===== src/rtl/fb_arb_pkg.sv =====
// fb_arb_pkg: shared definitions for the framebuffer port arbiter.
//   - arb_state_e : arbiter state (clear sweep, normal run)
//   - FB_*        : default framebuffer geometry, shared with the panel
//                   timing generator and the compute engines
//   - clog2       : constant-evaluable ceil(log2) helper for widths
package fb_arb_pkg;

  typedef enum logic {
    ST_CLEAR = 1'b0,
    ST_RUN   = 1'b1
  } arb_state_e;

  localparam int FB_DATA_W = 24;
  localparam int FB_ADDR_W = 19;
  localparam int FB_DEPTH  = 384000;

  function automatic int clog2(input int value);
    int result;
    result = 0;
    for (int i = 0; i < 31; i++) begin
      if ((1 << i) < value) begin
        result = i + 1;
      end
    end
    return result;
  endfunction

endpackage


===== src/rtl/rr_arbiter.sv =====
// rr_arbiter: NUM_REQ-way round-robin arbiter with a one-hot grant.
//   clk_i     : clock, rising edge
//   rst_ni    : asynchronous active-low reset
//   req_i     : per-requester request vector
//   advance_i : the offered grant was taken; move the pointer to it
//   gnt_o     : one-hot grant candidate (combinational, zero if no request)
// The pointer names the most recently served requester. The search starts
// just after it, so after reset (pointer = NUM_REQ-1) requester 0 goes first.
module rr_arbiter
  import fb_arb_pkg::*;
#(
  parameter int NUM_REQ = 4
) (
  input  logic               clk_i,
  input  logic               rst_ni,
  input  logic [NUM_REQ-1:0] req_i,
  input  logic               advance_i,
  output logic [NUM_REQ-1:0] gnt_o
);

  localparam int PTR_W = (NUM_REQ > 1) ? clog2(NUM_REQ) : 1;

  logic [PTR_W-1:0]   ptr_q, ptr_d;
  logic [NUM_REQ-1:0] gnt;
  logic [PTR_W-1:0]   idx;
  logic               found;

  // Scan the requesters in order starting one past the pointer, wrapping,
  // and take the first one that is asking.
  always_comb begin
    gnt   = '0;
    ptr_d = ptr_q;
    idx   = '0;
    found = 1'b0;
    for (int i = 1; i <= NUM_REQ; i++) begin
      idx = PTR_W'((int'(ptr_q) + i) % NUM_REQ);
      if (!found && req_i[idx]) begin
        found    = 1'b1;
        gnt[idx] = 1'b1;
        ptr_d    = idx;
      end
    end
    if (!advance_i) begin
      ptr_d = ptr_q;
    end
  end

  always_ff @(posedge clk_i or negedge rst_ni) begin
    if (!rst_ni) begin
      ptr_q <= PTR_W'(NUM_REQ - 1);
    end else begin
      ptr_q <= ptr_d;
    end
  end

  assign gnt_o = gnt;

endmodule


===== src/rtl/fb_port_arbiter.sv =====
// fb_port_arbiter: single-port framebuffer arbiter.
// After reset it sweeps CLEAR_VAL over addresses 0..DEPTH-1, then grants one
// memory access per cycle: the scanout read has fixed priority, the NUM_WR
// compute writers share the remaining slots round-robin.
//   i_CLK, i_RSTn         : clock / asynchronous active-low reset
//   i_RdReq, i_RdAddr     : scanout read request and address
//   o_RdGnt               : read granted this cycle (combinational)
//   o_RdData, o_RdValid   : read return, valid RD_LAT cycles after the command
//   i_WrReq/i_WrAddr/i_WrData : packed per-writer requests
//   o_WrGnt               : one-hot writer grant (combinational)
//   o_MemEn/We/Addr/WData : registered memory command
//   i_MemRData            : memory read data
//   o_Ready               : clear sweep finished
// Build option: define FB_ARB_STARVE_EN to force a write slot once writers
// have been blocked for STARVE_LIMIT consecutive cycles.
module fb_port_arbiter
  import fb_arb_pkg::*;
#(
  parameter int                NUM_WR       = 4,
  parameter int                ADDR_W       = FB_ADDR_W,
  parameter int                DATA_W       = FB_DATA_W,
  parameter int                DEPTH        = FB_DEPTH,
  parameter int                RD_LAT       = 1,
  parameter logic [DATA_W-1:0] CLEAR_VAL    = '0,
  parameter int                STARVE_LIMIT = 64
) (
  input  logic                     i_CLK,
  input  logic                     i_RSTn,
  input  logic                     i_RdReq,
  input  logic [ADDR_W-1:0]        i_RdAddr,
  output logic                     o_RdGnt,
  output logic [DATA_W-1:0]        o_RdData,
  output logic                     o_RdValid,
  input  logic [NUM_WR-1:0]        i_WrReq,
  input  logic [NUM_WR*ADDR_W-1:0] i_WrAddr,
  input  logic [NUM_WR*DATA_W-1:0] i_WrData,
  output logic [NUM_WR-1:0]        o_WrGnt,
  output logic                     o_MemEn,
  output logic                     o_MemWe,
  output logic [ADDR_W-1:0]        o_MemAddr,
  output logic [DATA_W-1:0]        o_MemWData,
  input  logic [DATA_W-1:0]        i_MemRData,
  output logic                     o_Ready
);

  arb_state_e        state_q, state_d;
  logic [ADDR_W-1:0] clrAddr_q, clrAddr_d;
  logic              memEn_q, memEn_d;
  logic              memWe_q, memWe_d;
  logic [ADDR_W-1:0] memAddr_q, memAddr_d;
  logic [DATA_W-1:0] memWData_q, memWData_d;
  logic [RD_LAT:0]   rdTag_q;

  logic              anyWr;
  logic              forceWr;
  logic              rdGnt;
  logic [NUM_WR-1:0] wrGnt;
  logic [NUM_WR-1:0] rrGnt;
  logic              wrAdvance;
  logic [ADDR_W-1:0] wrSelAddr;
  logic [DATA_W-1:0] wrSelData;

  assign anyWr     = |i_WrReq;
  assign wrAdvance = |wrGnt;

  rr_arbiter #(
    .NUM_REQ (NUM_WR)
  ) u_rr (
    .clk_i     (i_CLK),
    .rst_ni    (i_RSTn),
    .req_i     (i_WrReq),
    .advance_i (wrAdvance),
    .gnt_o     (rrGnt)
  );

`ifdef FB_ARB_STARVE_EN
  localparam int CNT_W = clog2(STARVE_LIMIT + 1);

  logic [CNT_W-1:0] starveCnt_q, starveCnt_d;

  // The counter tops out at STARVE_LIMIT: in that cycle a write is forced,
  // which clears it again.
  assign forceWr = anyWr && (starveCnt_q == CNT_W'(STARVE_LIMIT));

  always_comb begin
    starveCnt_d = starveCnt_q;
    if (state_q == ST_RUN) begin
      if (wrAdvance || !anyWr) begin
        starveCnt_d = '0;
      end else begin
        starveCnt_d = starveCnt_q + 1'b1;
      end
    end
  end

  always_ff @(posedge i_CLK or negedge i_RSTn) begin
    if (!i_RSTn) begin
      starveCnt_q <= '0;
    end else begin
      starveCnt_q <= starveCnt_d;
    end
  end
`else
  // No legal limit is negative, so the read port keeps absolute priority.
  assign forceWr = anyWr && (STARVE_LIMIT < 0);
`endif

  // One grant per cycle, only once the clear sweep is done.
  always_comb begin
    rdGnt = 1'b0;
    wrGnt = '0;
    if (state_q == ST_RUN) begin
      if (i_RdReq && !forceWr) begin
        rdGnt = 1'b1;
      end else if (anyWr) begin
        wrGnt = rrGnt;
      end
    end
  end

  always_comb begin
    wrSelAddr = '0;
    wrSelData = '0;
    for (int k = 0; k < NUM_WR; k++) begin
      if (wrGnt[k]) begin
        wrSelAddr = i_WrAddr[k*ADDR_W +: ADDR_W];
        wrSelData = i_WrData[k*DATA_W +: DATA_W];
      end
    end
  end

  // Next state and next memory command; the command is registered, so a
  // grant in this cycle shows on o_Mem* in the next one.
  always_comb begin
    state_d    = state_q;
    clrAddr_d  = clrAddr_q;
    memEn_d    = 1'b0;
    memWe_d    = 1'b0;
    memAddr_d  = '0;
    memWData_d = '0;
    case (state_q)
      ST_CLEAR: begin
        memEn_d    = 1'b1;
        memWe_d    = 1'b1;
        memAddr_d  = clrAddr_q;
        memWData_d = CLEAR_VAL;
        clrAddr_d  = clrAddr_q + 1'b1;
        if (clrAddr_q == ADDR_W'(DEPTH - 1)) begin
          state_d = ST_RUN;
        end
      end
      ST_RUN: begin
        if (rdGnt) begin
          memEn_d   = 1'b1;
          memAddr_d = i_RdAddr;
        end else if (wrAdvance) begin
          memEn_d    = 1'b1;
          memWe_d    = 1'b1;
          memAddr_d  = wrSelAddr;
          memWData_d = wrSelData;
        end
      end
      default: begin
        state_d = ST_CLEAR;
      end
    endcase
  end

  // rdTag_q[0] marks a read command on the bus; the tag then rides along
  // for RD_LAT more cycles to line up with the memory's return data.
  always_ff @(posedge i_CLK or negedge i_RSTn) begin
    if (!i_RSTn) begin
      state_q    <= ST_CLEAR;
      clrAddr_q  <= '0;
      memEn_q    <= 1'b0;
      memWe_q    <= 1'b0;
      memAddr_q  <= '0;
      memWData_q <= '0;
      rdTag_q    <= '0;
    end else begin
      state_q    <= state_d;
      clrAddr_q  <= clrAddr_d;
      memEn_q    <= memEn_d;
      memWe_q    <= memWe_d;
      memAddr_q  <= memAddr_d;
      memWData_q <= memWData_d;
      rdTag_q    <= {rdTag_q[RD_LAT-1:0], rdGnt};
    end
  end

  assign o_RdGnt    = rdGnt;
  assign o_WrGnt    = wrGnt;
  assign o_RdData   = i_MemRData;
  assign o_RdValid  = rdTag_q[RD_LAT];
  assign o_MemEn    = memEn_q;
  assign o_MemWe    = memWe_q;
  assign o_MemAddr  = memAddr_q;
  assign o_MemWData = memWData_q;
  assign o_Ready    = (state_q == ST_RUN);

endmodule


===== config.mk =====
export PLATFORM = sky130hd
export DESIGN_NAME = fb_port_arbiter
export DESIGN_NICKNAME = d
export VERILOG_FILES = /design/src/rtl/fb_arb_pkg.sv /design/src/rtl/rr_arbiter.sv /design/src/rtl/fb_port_arbiter.sv
export SDC_FILE = /design/constraint.sdc
export NUM_CORES = 1
export LEC_CHECK = 0
export BUFFER_PORTS_ARGS = -buffer_cell sky130_fd_sc_hd__buf_2
export CORE_AREA = 2 2 115 117
export CTS_CLUSTER_DIAMETER = 150
export CTS_CLUSTER_SIZE = 40
export DETAILED_ROUTE_END_ITERATION = 12
export DIE_AREA = 0 0 117 119
export PLACE_DENSITY = 0.77
export SETUP_SLACK_MARGIN = 0.3
export SYNTH_ARGS = -nofsm -noshare
export SYNTH_HDL_FRONTEND = slang
export SYNTH_SLANG_ARGS = --single-unit

===== constraint.sdc =====
create_clock -name i_CLK -period 4 [get_ports i_CLK]
set_input_delay 0 -clock i_CLK [delete_from_list [all_inputs] [get_ports i_CLK]]
set_output_delay 0 -clock i_CLK [all_outputs]
set_load 0.01 [all_outputs]

==> results of run 1 <==
## area by class of cell
| type | instances | area (sq um) | share of cell area [%] |
|---|---|---|---|
| clock inverters | 7 | 81.3 | 1.12 |
| inverters | 8 | 30.0 | 0.414 |
| flip-flops and latches | 69 | 1730 | 23.8 |
| repair buffers | 417 | 2910 | 40.1 |
| multi-input cells | 301 | 2050 | 28.3 |
| clock buffers | 9 | 225 | 3.11 |
| well taps | 176 | 220 | 3.04 |
## routing by layer
| metal | vias to the layer above | share of wire [%] |
|---|---|---|
| met2 | 513 | 46 |
| met5 | - | 0 |
| li1 | 2379 | - |
| met4 | 0 | 7.1 |
| met1 | 2572 | 35 |
| met3 | 165 | 12 |
## worst paths after layout
check,start,to,slack (ns)
setup reg to reg,u_rr.ptr_q[1]$_DFFE_PN1P_,o_MemWData[22]$_DFF_PN0_,0.50
max in group asynchronous,i_RSTn,o_MemWData[5]$_DFF_PN0_,3.07
hold / removal,i_MemRData[18],o_RdData[18],0.000004
setup / recovery,u_rr.ptr_q[1]$_DFFE_PN1P_,o_MemWData[22]$_DFF_PN0_,0.50
hold reg to reg,rdTag_q[0]$_DFF_PN0_,rdTag_q[1]$_DFF_PN0_,0.36
min in group asynchronous,i_RSTn,o_MemAddr[11]$_DFF_PN0_,0.33
## cells by family after synthesis
| kind of cell | after synthesis | share of synthesized area, % |
|---|---|---|
| AO/OA/AOI/OAI | 175 | 29.0 |
| AND/OR/NAND/NOR | 90 | 10.9 |
| buffers and inverters | 68 | 9.18 |
| multiplexers | 8 | 2.65 |
| XOR/XNOR | 19 | 4.00 |
| adder cells (fa/ha/maj) | 9 | 2.71 |
| flip-flops | 69 | 41.6 |
## worst max-delay path, cell delays in order (launching register included)
cell      delay [ns]
dfstp_2         0.66
inv_1           0.15
ha_1            0.38
mux2_2          0.40
a22oi_1         0.21
o21ai_1         0.08
a32o_1          0.30
and3_2          0.50
a221oi_1        0.51
o21ai_1         0.15
## state kept, by name (all words and copies together), names as in the netlist
name and flops:
u_rr.ptr_q 2, o_Ready 1, o_MemWData 24, o_MemWe 1, clrAddr_q 19, rdTag_q 2
o_MemEn 1, o_MemAddr 19
## placed cells by master (no fill, tap or decap), types with 2 or more instances in the layout
cell           count
a21oi_1            4
a221oi_1          45
a22oi_1           21
and2_1             5
and3_1             3
buf_2            248
buf_4              9
clkbuf_16          9
clkinv_4           2
dfrtp_1           67
dfstp_2            2
dlygate4sd3_1    160
ha_1               9
inv_1              7
inv_6              3
mux2_2             4
mux2i_1            2
mux4_2             2
nand2_1           39
nand2b_1           3
nand3_1            8
nand4_1            4
nor2_1             6
nor2b_1            8
nor3_1             5
o21ai_0           27
o21ai_1           44
o221ai_1           2
o22ai_1           16
o31ai_1            3
xnor2_1           16
xor2_1             3
## through the flow
stage	hold WS (ns)	instance area, sq um	setup WS, ns	util [%]
after floorplan	-0.296	4160	0.830	-
after global placement	0.0000749	5340	0.667	41.5
after detailed placement	0.0000749	5340	0.594	41.5
after CTS	0.0000749	7250	0.583	56.3
after global routing	0.0000154	7250	0.313	56.3
final	0.00000391	7250	0.496	56.3
## power groups by stage
stage                     Combinational (uW)  Clock, uW  Sequential (uW)
after floorplan                          102          0              716
after global routing                     373        867              704
final                                    350        827              704
after global placement                   206          0              717
after CTS                                329        833              704
after detailed placement                 205          0              717
## timing repair
item | 4_1_cts | 5_1_grt
hold buffers | 160 | 0
buffers inserted | 0 | 0
endpoints found under the hold margin | 111 | 0
==> results.md, run 1 <==
- Status: completed
- Final Skew: 0.00798 ns
- Die area: 13,900 sq um
- Final hold viol count: 0
- Num ports: 298
- Tmin final: 3.50 ns
- Gpl congestion: 0.888
- Synth top area cells: dfrtp_1 40%, a221oi_1 9.5%, o21ai_1 5.3%, buf_4 4.9%, a22oi_1 4.0%
- Tcrit/Tclk final: 87.6%
- Layout cell share with drive strength beyond 1: 35.8%
- TritonCTS buffer count: 9
- Skew-Pair Late Insertion Delay: 0.34 ns
- Layout fillers: 1,006
- Post-DP HPWL: 11,400 um
- Hold path cells: 0
- GRT Max-Usage Layer: met2
- Power Density: 259 nW/um^2
- Post-route ant nets: 0
- Final setup TNS: 0 ns
- Post-route DRC: 0
- Post-synthesis sequential area ratio: 41.6%
- Area Overhead vs Synth: 74.4%
- Async set or reset register ratio after synthesis: 100%
- NetSw: 481 uW
- Syn nets: 669
- H-tree depth: 3
- First-pass GRT wire length: 31,400 um
- Sw frac: 25.6%
- Global routing usage on met1: 35.0%
- Worst Setup End Kind: flop
- Drt pass-1 iters: 9
- Fin cells: 987
- Pins Over Slew Limit: 0
- Post-Synthesis Cells: 438
- Initial antenna violation count: 0
- EDFF count, synth: 0
- Core ar.: 12,900 sq um
- Initial Utilization: 32.3%
- GR Overflow Total: 0
- Commonest cells post-synth: 67 x dfrtp_1, 45 x a221oi_1, 44 x o21ai_1, 39 x nand2_1
- Clock Pin Slew Worst Setup and Hold Paths: 0.06 ns
- Root buf cell: clkbuf_16
- Synth unique cells: 50
- Cts repair resizes: 0
- First DRT Iteration DRCs: 891
- Synth top area share: 40.3%
- Total power: 1880 uW
- Total GRT Usage: 29.8%
- Final net count: 1,037
- Antenna diodes: 0
- Clock sink total: 69
- Final wirelength: 20,700 um
- Final setup fails: 0
- P_int: 1400 uW
- CTS Buffer Depth: 2
- Top-count cell post-synth: dfrtp_1
- Vias in the first global route: 5,577
- Slew headroom: 39.7%
- Cell Rows: 42
- Largest vdd supply drop: 0.000159 V
- Routed len/inst: 21.0 um
- Commonest register cell after synthesis: dfrtp_1
- CP arrival: 3.70 ns
- CP required: 4.20 ns
- Combinational Power Share: 18.6%
- Syn Area/Cell: 9.49 sq um
- Via count: 5,629
- Ys Warns: 0
- Max cap viols: 0
- Post-Syn Area: 4160 sq um
- Yosys reg bits: 69
- Largest net degree at the start of global routing: 70
- Post-Place Cells: 811
- CTS tree: yes
- Fmax: 285 MHz
- Worst R2R Path Depth: 9
- Die H: 119 um
- Met2 usage: 45.6%
- I/O Buffers: 249
- CP max FO: 43
- Met3 usage: 11.0%
- Pleak: 0.00347 uW
- Via density: 5.70
- Die width: 117 um
- Clock network power share: 44.0%
- CP Class: reg -> reg
- Seq pwr share: 37.4%
- HP Class: in -> out
- Tightest Pin Transition: 0.905 ns
- Unrepaired setup endpoints after global routing: false
- Startpoint types: flop
- Area leader, netlist: dfrtp_1
Note: power is estimated with default switching activity, not from simulation.
==> inputs of run 2 (changes only) <==
--- a/config.mk
+++ b/config.mk
@@ -5,13 +5,15 @@
 export SDC_FILE = /design/constraint.sdc
 export NUM_CORES = 1
 export LEC_CHECK = 0
+export ABC_AREA = 1
 export BUFFER_PORTS_ARGS = -buffer_cell sky130_fd_sc_hd__buf_2
-export CORE_AREA = 2 2 115 117
+export CORE_ASPECT_RATIO = 0.7
+export CORE_MARGIN = 2
+export CORE_UTILIZATION = 45
 export CTS_CLUSTER_DIAMETER = 150
 export CTS_CLUSTER_SIZE = 40
 export DETAILED_ROUTE_END_ITERATION = 12
-export DIE_AREA = 0 0 117 119
-export PLACE_DENSITY = 0.77
+export PLACE_DENSITY = 0.92
 export SETUP_SLACK_MARGIN = 0.3
 export SYNTH_ARGS = -nofsm -noshare
 export SYNTH_HDL_FRONTEND = slang
==> run 2 against run 1 <==
- via count up 10%
- sequential power down 0.9%
- final area rose by 2.7%
- critical path depth increased by 7
- register-to-register slack worse by 0.04 ns
- largest cell class is now multi-input combinational cells
- clock-buffer cell count rose by 2
- highest routed layer unchanged
- core utilization grew 10 points
- synthesized cell count is 76% higher
- die area fell by 10%
==> results.md, run 2 <==
- Top-count cell post-synth: nand2_1
- Ys Warns: 0 (unchanged)
- Post-Place Cells: 1,118 (+38%)
- Critical path's top delay family: buffers and inverters
- Clock sink total: 69 (unchanged)
- Vias in the first global route: 5,981 (+7.2%)
- Synth top area share: 32.1% (-8.2 points)
- Power Density: 234 nW/um^2 (-9.7%)
- Hold Slack: 0.00000393 ns (+0.0000000257 ns)
- Worst Setup End Kind: flop
- Post-synthesis mux area share: 0% (-2.6 points)
- Max reg flops: 24 (unchanged)
- Final net count: 1,283 (+24%)
- Multi-input gate area: 2770 sq um (+35%)
- Commonest cells after routing, fill and taps aside: 249 x nand2_1, 249 x buf_2, 98 x nand3_1
- Largest net degree at the start of global routing: 50 (-29%)
- Die H: 94.1 um (-21%)
- Worst r2r dst: o_MemAddr[17]$_DFF_PN0_
- CP bufs+invs: 5 (+4)
- Post-synthesis adder-cell area fraction: 2.16% (-0.55 points)
- Unrepaired setup endpoints after global routing: true
- Post-DP HPWL: 12,800 um (+12%)
- CP max FO: 21 (-51%)
- Met2 usage: 46.6% (+1.0 points)
- EDFF count, synth: 0 (unchanged)
- Async set or reset register ratio after synthesis: 100% (unchanged)
- Cell Rows: 32 (-24%)
- Area leader, netlist: dfrtp_1
- NetSw: 389 uW (-19%)
- Total GRT Usage: 28.8% (-0.96 points)
- Fin cells: 1,211 (+23%)
- Yosys reg bits: 69 (unchanged)
- Slowest stage delay, CP: 0.61 ns (-0.05 ns)
- Post-synthesis sequential area ratio: 33.2% (-8.4 points)
- Die area: 12,500 sq um (-10%)
- CP arrival: 3.76 ns (+0.06 ns)
- Layout fillers: 901 (-10%)
- Final setup fails: 0 (unchanged)
- Via count: 6,208 (+10%)
- Area Overhead vs Synth: 42.8%
- Hold Crit Start: i_MemRData[23]
- Syn Area/Cell: 6.78 sq um (-29%)
- Reg2reg setup slack: 0.45 ns (-0.04 ns)
- Largest family of logic cells by synthesized area: simple AND/OR/NAND/NOR gates
- Commonest cells post-synth: 250 x nand2_1, 98 x nand3_1, 81 x inv_1, 67 x dfrtp_1, 39 x nor2_1
- GR Overflow Total: 0 (unchanged)
- Pins Over Slew Limit: 0 (unchanged)
- Startpoint types: flop
- Commonest register cell after synthesis: dfrtp_1
- Post-Syn Area: 5220 sq um (+25%)
- Met3 usage: 8.31% (-2.7 points)
- CP Class: reg -> reg
- CTS tree: yes
- TritonCTS buffer count: 9 (unchanged)
- Reg2reg start: u_rr.ptr_q[1]$_DFFE_PN1P_
- Clock network power share: 49.2% (+5.2 points)
- Clock Pin Slew Worst Setup and Hold Paths: 0.06 ns (about the same)
- First DRT Iteration DRCs: 486 (-45%)
- Tmin final: 3.55 ns (+0.0423 ns)
- Global routing usage on met1: 36.9% (+1.9 points)
- Post-route ant nets: 0 (unchanged)
- Final hold viol count: 0 (unchanged)
- Status: completed
- Combinational Power Share: 10.8% (-7.8 points)
- CTS Buffer Depth: 2 (unchanged)
- Seq pwr share: 40.0% (+2.6 points)
- Critical Path Source: u_rr.ptr_q[1]$_DFFE_PN1P_
- GRT Max-Usage Layer: met2
- Initial Utilization: 46.7% (+14 points)
- Num ports: 298 (unchanged)
- Final Skew: 0.00723 ns (-0.000743 ns)
- Synth top area cells: dfrtp_1 32%, nand2_1 18%, nand3_1 9.4%, inv_1 5.8%, or2_0 4.4%
- Pleak: 0.00430 uW (+24%)
- Final wirelength: 18,300 um (-12%)
- Xor/xnor cell area share of the yosys netlist: 2.86% (-1.1 points)
- Routed len/inst: 15.1 um (-28%)
- Initial antenna violation count: 1 (+1)
- Post-Synthesis Cells: 769 (+76%)
- First-pass GRT wire length: 28,500 um (-9.3%)
- Sw frac: 22.3% (-3.3 points)
- CP required: 4.21 ns (about the same)
- Critical Path, Cell by Cell: inv_1, ha_1, inv_1, nand3_2, nand2_4, nand3_2, nor2_1, nor2_1, nand2_1, nand2_2, buf_6, o21ai_0, inv_1, nand2_1, nand4_1, dlygate4sd3_1
- HP Class: in -> out
- Post-route DRC: 0 (unchanged)
- Skew-Pair Late Insertion Delay: 0.33 ns (about the same)
- Crit-path slowest cell: dfstp_2
- Syn nets: 1,000 (+49%)
- Die width: 133 um (+13%)
- Reg area: 1730 sq um (unchanged)
- P_int: 1360 uW (-3.2%)
- Layout cell share with drive strength beyond 1: 28.4% (-7.4 points)
- Worst R2R Path Depth: 16 (+7)
- H-tree depth: 3 (unchanged)
- Tcrit/Tclk final: 88.7% (+1.1 points)
- Tightest Pin Transition: 0.844 ns (-0.0614 ns)
- Hold path cells: 0 (unchanged)
- Gpl congestion: 0.911 (+2.6%)
- Simple-gate share of the synthesized area: 42.6% (+32 points)
- Synth Area in Compound Gates: 4.82% (-24 points)
- CP dominant cell by count: inv_1
- I/O Buffers: 249 (unchanged)
- Via density: 5.13 (-10%)
- Final setup TNS: 0 ns (unchanged)
- Root buf cell: clkbuf_16
- Synth unique cells: 35 (-30%)
- Slew headroom: 43.6% (+3.9 points)
- Max cap viols: 0 (unchanged)
- Core ar.: 11,200 sq um (-13%)
- Fmax: 282 MHz (-1.2%)
- Drt pass-1 iters: 5 (-4)
- Largest vdd supply drop: 0.000184 V (+15%)
- WHS Endpoint: o_RdData[23]
[run 2: cell types whose count changed in the layout (fill, tap and decap cells not counted), moves of 37 or more]
cell	delta
inv_1	+74
a221oi_1	-45
nand3_1	+90
or2_0	+37
dlygate4sd3_1	-86
nand2_1	+210
[run 2: area by class of cell]
class / count / area share, %
repair buffers: 335 / 28.3
well taps: 153 / 2.57
clock buffers: 11 / 3.13
diodes: 1 / 0.0336
clock inverters: 5 / 1.14
multi-input cells: 551 / 37.2
inverters: 86 / 4.44
flip-flops and latches: 69 / 23.2
[run 2: stage by stage]
| stage | util [%] | power [uW] | worst slack, ns | cell area (sq um) |
|---|---|---|---|---|
| floorplan | - | 764 | 1.58 | 5220 |
| detailed placement | 56.6 | 857 | 0.853 | 6320 |
| global placement | 56.6 | 857 | 0.978 | 6320 |
| CTS | 66.1 | 1750 | 0.315 | 7380 |
| global route | 66.7 | 1810 | 0.262 | 7450 |
| finish | 66.7 | 1740 | 0.454 | 7450 |
[run 2: worst max-delay path by stage]
stage                               end  depth (start not counted)
2_1_floorplan  o_MemWData[10]$_DFF_PN0_                         15
4_1_cts          o_MemAddr[2]$_DFF_PN0_                         19
3_3_place_gp    o_MemWData[6]$_DFF_PN0_                         14
3_5_place_dp    o_MemWData[3]$_DFF_PN0_                         15
5_1_grt          o_MemAddr[2]$_DFF_PN0_                         18
6_report        o_MemAddr[17]$_DFF_PN0_                         16
[run 2: cell families after synthesis]
family                   count (synthesis)
adder cells (fa/ha/maj)                  9
buffers and inverters                  149
AND/OR/NAND/NOR                        476
AO/OA/AOI/OAI                           49
XOR/XNOR                                17
flip-flops                              69
[run 2: repair_timing]
item / 4_1_cts / 5_1_grt
endpoints found under the hold margin: 71 / 0
hold buffers: 74 / 0
resized for setup: 0 / 10
setup buffers: 0 / 2
endpoints found under the setup margin: 0 / 27
[run 2: power by group through the flow]
| stage | combinational (uW) | sequential (uW) | clock, uW |
|---|---|---|---|
| 2_1_floorplan | 53.4 | 711 | 0 |
| 3_3_place_gp | 146 | 711 | 0 |
| 3_5_place_dp | 146 | 711 | 0 |
| 4_1_cts | 182 | 698 | 874 |
| 5_1_grt | 204 | 698 | 910 |
| 6_report | 188 | 698 | 858 |
[run 2: layer usage]
metal	vias to the layer above	wire length, um
met5	-	0
met2	348	8370
met4	0	440
li1	2942	-
met3	43	1730
met1	2875	7750
==> inputs of run 3 (changes only) <==
--- a/config.mk
+++ b/config.mk
@@ -13,7 +13,7 @@
 export CTS_CLUSTER_DIAMETER = 150
 export CTS_CLUSTER_SIZE = 40
 export DETAILED_ROUTE_END_ITERATION = 12
-export PLACE_DENSITY = 0.92
+export PLACE_DENSITY = 0.83
 export SETUP_SLACK_MARGIN = 0.3
 export SYNTH_ARGS = -nofsm -noshare
 export SYNTH_HDL_FRONTEND = slang
==> run 3 against run 2 <==
- global-route usage about the same
- cell count up 0.41%
- sequential cell count unchanged
- core utilization is 0.57 points higher
- die area is the same
- power down 0.24%
==> results.md, run 3 (synthesis gave the netlist of run 2 again) <==
- Reg2reg setup slack: 0.53 ns (+0.07 ns)
- Pleak: 0.00436 uW (+1.3%)
- Die width: 133 um (unchanged)
- Area Overhead vs Synth: 44.0%
- Worst r2r dst: o_MemAddr[6]$_DFF_PN0_
- Post-route DRC: 0 (unchanged)
- TritonCTS buffer count: 9 (unchanged)
- CP required: 4.22 ns (about the same)
- Drt pass-1 iters: 5 (unchanged)
- Reg area: 1730 sq um (unchanged)
- Critical Path Source: u_rr.ptr_q[1]$_DFFE_PN1P_
- CP dominant cell by count: nand2_1
- Via count: 6,065 (-2.3%)
- Gpl congestion: 0.888 (-2.6%)
- Final wirelength: 18,100 um (-1.0%)
- Worst Setup End Kind: flop
- Vias in the first global route: 5,614 (-6.1%)
- CP bufs+invs: 5 (unchanged)
- CTS tree: yes
- Max cap viols: 0 (unchanged)
- Total GRT Usage: 28.8% (-0.042 points)
- CP endpoint: o_MemAddr[6]$_DFF_PN0_
- Die area: 12,500 sq um (unchanged)
- Post-DP HPWL: 12,600 um (-1.2%)
- Commonest cells after routing, fill and taps aside: 249 x buf_2, 248 x nand2_1, 98 x nand3_1
- Unrepaired setup endpoints after global routing: true
- First DRT Iteration DRCs: 450 (-7.4%)
- Final Skew: 0.00871 ns (+0.00148 ns)
- H-tree depth: 3 (unchanged)
- Post-route ant nets: 0 (unchanged)
- Layout cell share with drive strength beyond 1: 28.1% (-0.25 points)
- Critical path's top delay family: simple AND/OR/NAND/NOR gates
- Status: completed
- GR Overflow Total: 0 (unchanged)
- I/O Buffers: 249 (unchanged)
- Antenna diodes: 0 (-1)
- First-pass GRT wire length: 28,000 um (-1.6%)
- Core ar.: 11,200 sq um (unchanged)
- Startpoint types: flop
- Max reg flops: 24 (unchanged)
- Largest vdd supply drop: 0.000190 V (+3.2%)
- Routed len/inst: 14.9 um (-1.4%)
- Cell Rows: 32 (unchanged)
- Num ports: 298 (unchanged)
- Power Density: 232 nW/um^2 (-1.1%)
- Most common cell after layout, fill and taps aside: buf_2
- Tightest Pin Transition: 0.684 ns (-0.160 ns)
- HP Class: in -> out
- Skew-Pair Late Insertion Delay: 0.34 ns (about the same)
- CP max FO: 29 (+38%)
- Critical Path, Cell by Cell: inv_1, ha_1, inv_1, nand3_2, nand2_4, inv_2, nand2_1, nand2_1, nor2_1, nand2_2, nand2_8, buf_12, nand2_1, nand3_1, nand2_1, nand2_1, nand3_1, dlygate4sd3_1
- Fmax: 288 MHz (+2.2%)
- Layout fillers: 945 (+4.9%)
- Tcrit/Tclk final: 86.8% (-1.9 points)
- Placed Area: 6320 sq um (about the same)
- Worst R2R Path Depth: 18 (+2)
- Die H: 94.1 um (unchanged)
- Largest net degree at the start of global routing: 56 (+12%)
- CP arrival: 3.69 ns (-0.07 ns)
- Via density: 4.99 (-2.7%)
- Final setup TNS: 0 ns (unchanged)
- Multi-input gate area: 2770 sq um (+0.18%)
- Initial antenna violation count: 0 (-1)
- Initial Utilization: 46.7% (unchanged)
- Slowest stage delay, CP: 0.61 ns (about the same)
- Finished layout cell area: 7510 sq um (+0.86%)
- Critical Path Stages: 18 (+2)
- Pins Over Slew Limit: 0 (unchanged)
- Clock Pin Slew Worst Setup and Hold Paths: 0.06 ns (about the same)
- Slew headroom: 54.3% (+11 points)
- Root buf cell: clkbuf_16
- CTS Buffer Depth: 2 (unchanged)
- Reg2reg start: u_rr.ptr_q[1]$_DFFE_PN1P_
- Final net count: 1,289 (+0.47%)
- Final hold viol count: 0 (unchanged)
- Clock sink total: 69 (unchanged)
- Final setup fails: 0 (unchanged)
- Crit-path slowest cell: dfstp_2
- Tmin final: 3.47 ns (-0.0748 ns)
- Hold path cells: 0 (unchanged)
- CP Class: reg -> reg
==> run 3: changes by cell type in the layout (fill, tap and decap cells not counted), sizes merged <==
cell,change
buf,-3
nand2,+1
dlygate4sd3,+8
diode,-1
==> run 3: how the worst min path moves through the flow <==
stage,startpoint,endpoint
finish,i_MemRData[0],o_RdData[0]
global placement,i_MemRData[12],o_RdData[12]
floorplan,i_RSTn,clrAddr_q[0]$_DFFE_PN0N_
global route,i_MemRData[7],o_RdData[7]
CTS,i_MemRData[12],o_RdData[12]
detailed placement,i_MemRData[12],o_RdData[12]
==> run 3: per-stage QoR <==
step                setup slack, ns  instances  hold WS, ns  utilization [%]  total power, uW
floorplan                      1.58        769       -0.296                -              764
global placement              0.966       1116    0.0000686             56.6              856
detailed placement            0.872       1116    0.0000686             56.6              857
CTS                           0.348       1214    0.0000686             66.8             1750
global route                  0.296       1216    0.0000151             67.2             1800
finish                        0.529       1216   0.00000391             67.2             1740
==> run 3: cell type report <==
cell class	instances	share of cell area [%]
Clock inverter	5	1.13
Tap cell	153	2.55
Sequential cell	69	23.0
Inverter	86	4.43
Timing Repair Buffer	340	28.9
Clock buffer	11	3.10
Multi-Input combinational cell	552	36.9
==> run 3: worst register-to-register path: stages, from the launching register on <==
cell and delay (ns):
dfstp_2 0.61, inv_1 0.16, ha_1 0.37, inv_1 0.13, nand3_2 0.10, nand2_4 0.12
inv_2 0.08, nand2_1 0.06, nand2_1 0.05, nor2_1 0.12, nand2_2 0.15, nand2_8 0.17
buf_12 0.20, nand2_1 0.12, nand3_1 0.09, nand2_1 0.07, nand2_1 0.09, nand3_1 0.09
dlygate4sd3_1 0.57
==> run 3: what timing repair did <==
item	in CTS	in global routing
resized for setup	0	8
buffers inserted	0	1
hold buffers	82	0
endpoints found under the hold margin	70	0
setup endpoints to repair	0	37
==> run 3: per-layer routing <==
metal  global-route usage [%]  vias to the layer above  part of all wire (%)  routed length (um)
met3                     7.28                       33                   9.4                1710
li1                         -                     2954                     -                   -
met4                     7.89                        0                   1.9                 345
met5                        0                        -                     0                   0
met1                     37.7                     2759                    42                7570
met2                     47.6                      319                    47                8480
==> run 3: power by group <==
group	internal [uW]	leakage, uW	switching [uW]
Combinational	107	0.00329	76.5
Sequential	698	0.000923	0
Clock	548	0.000150	310
Total	1350	0.00436	386
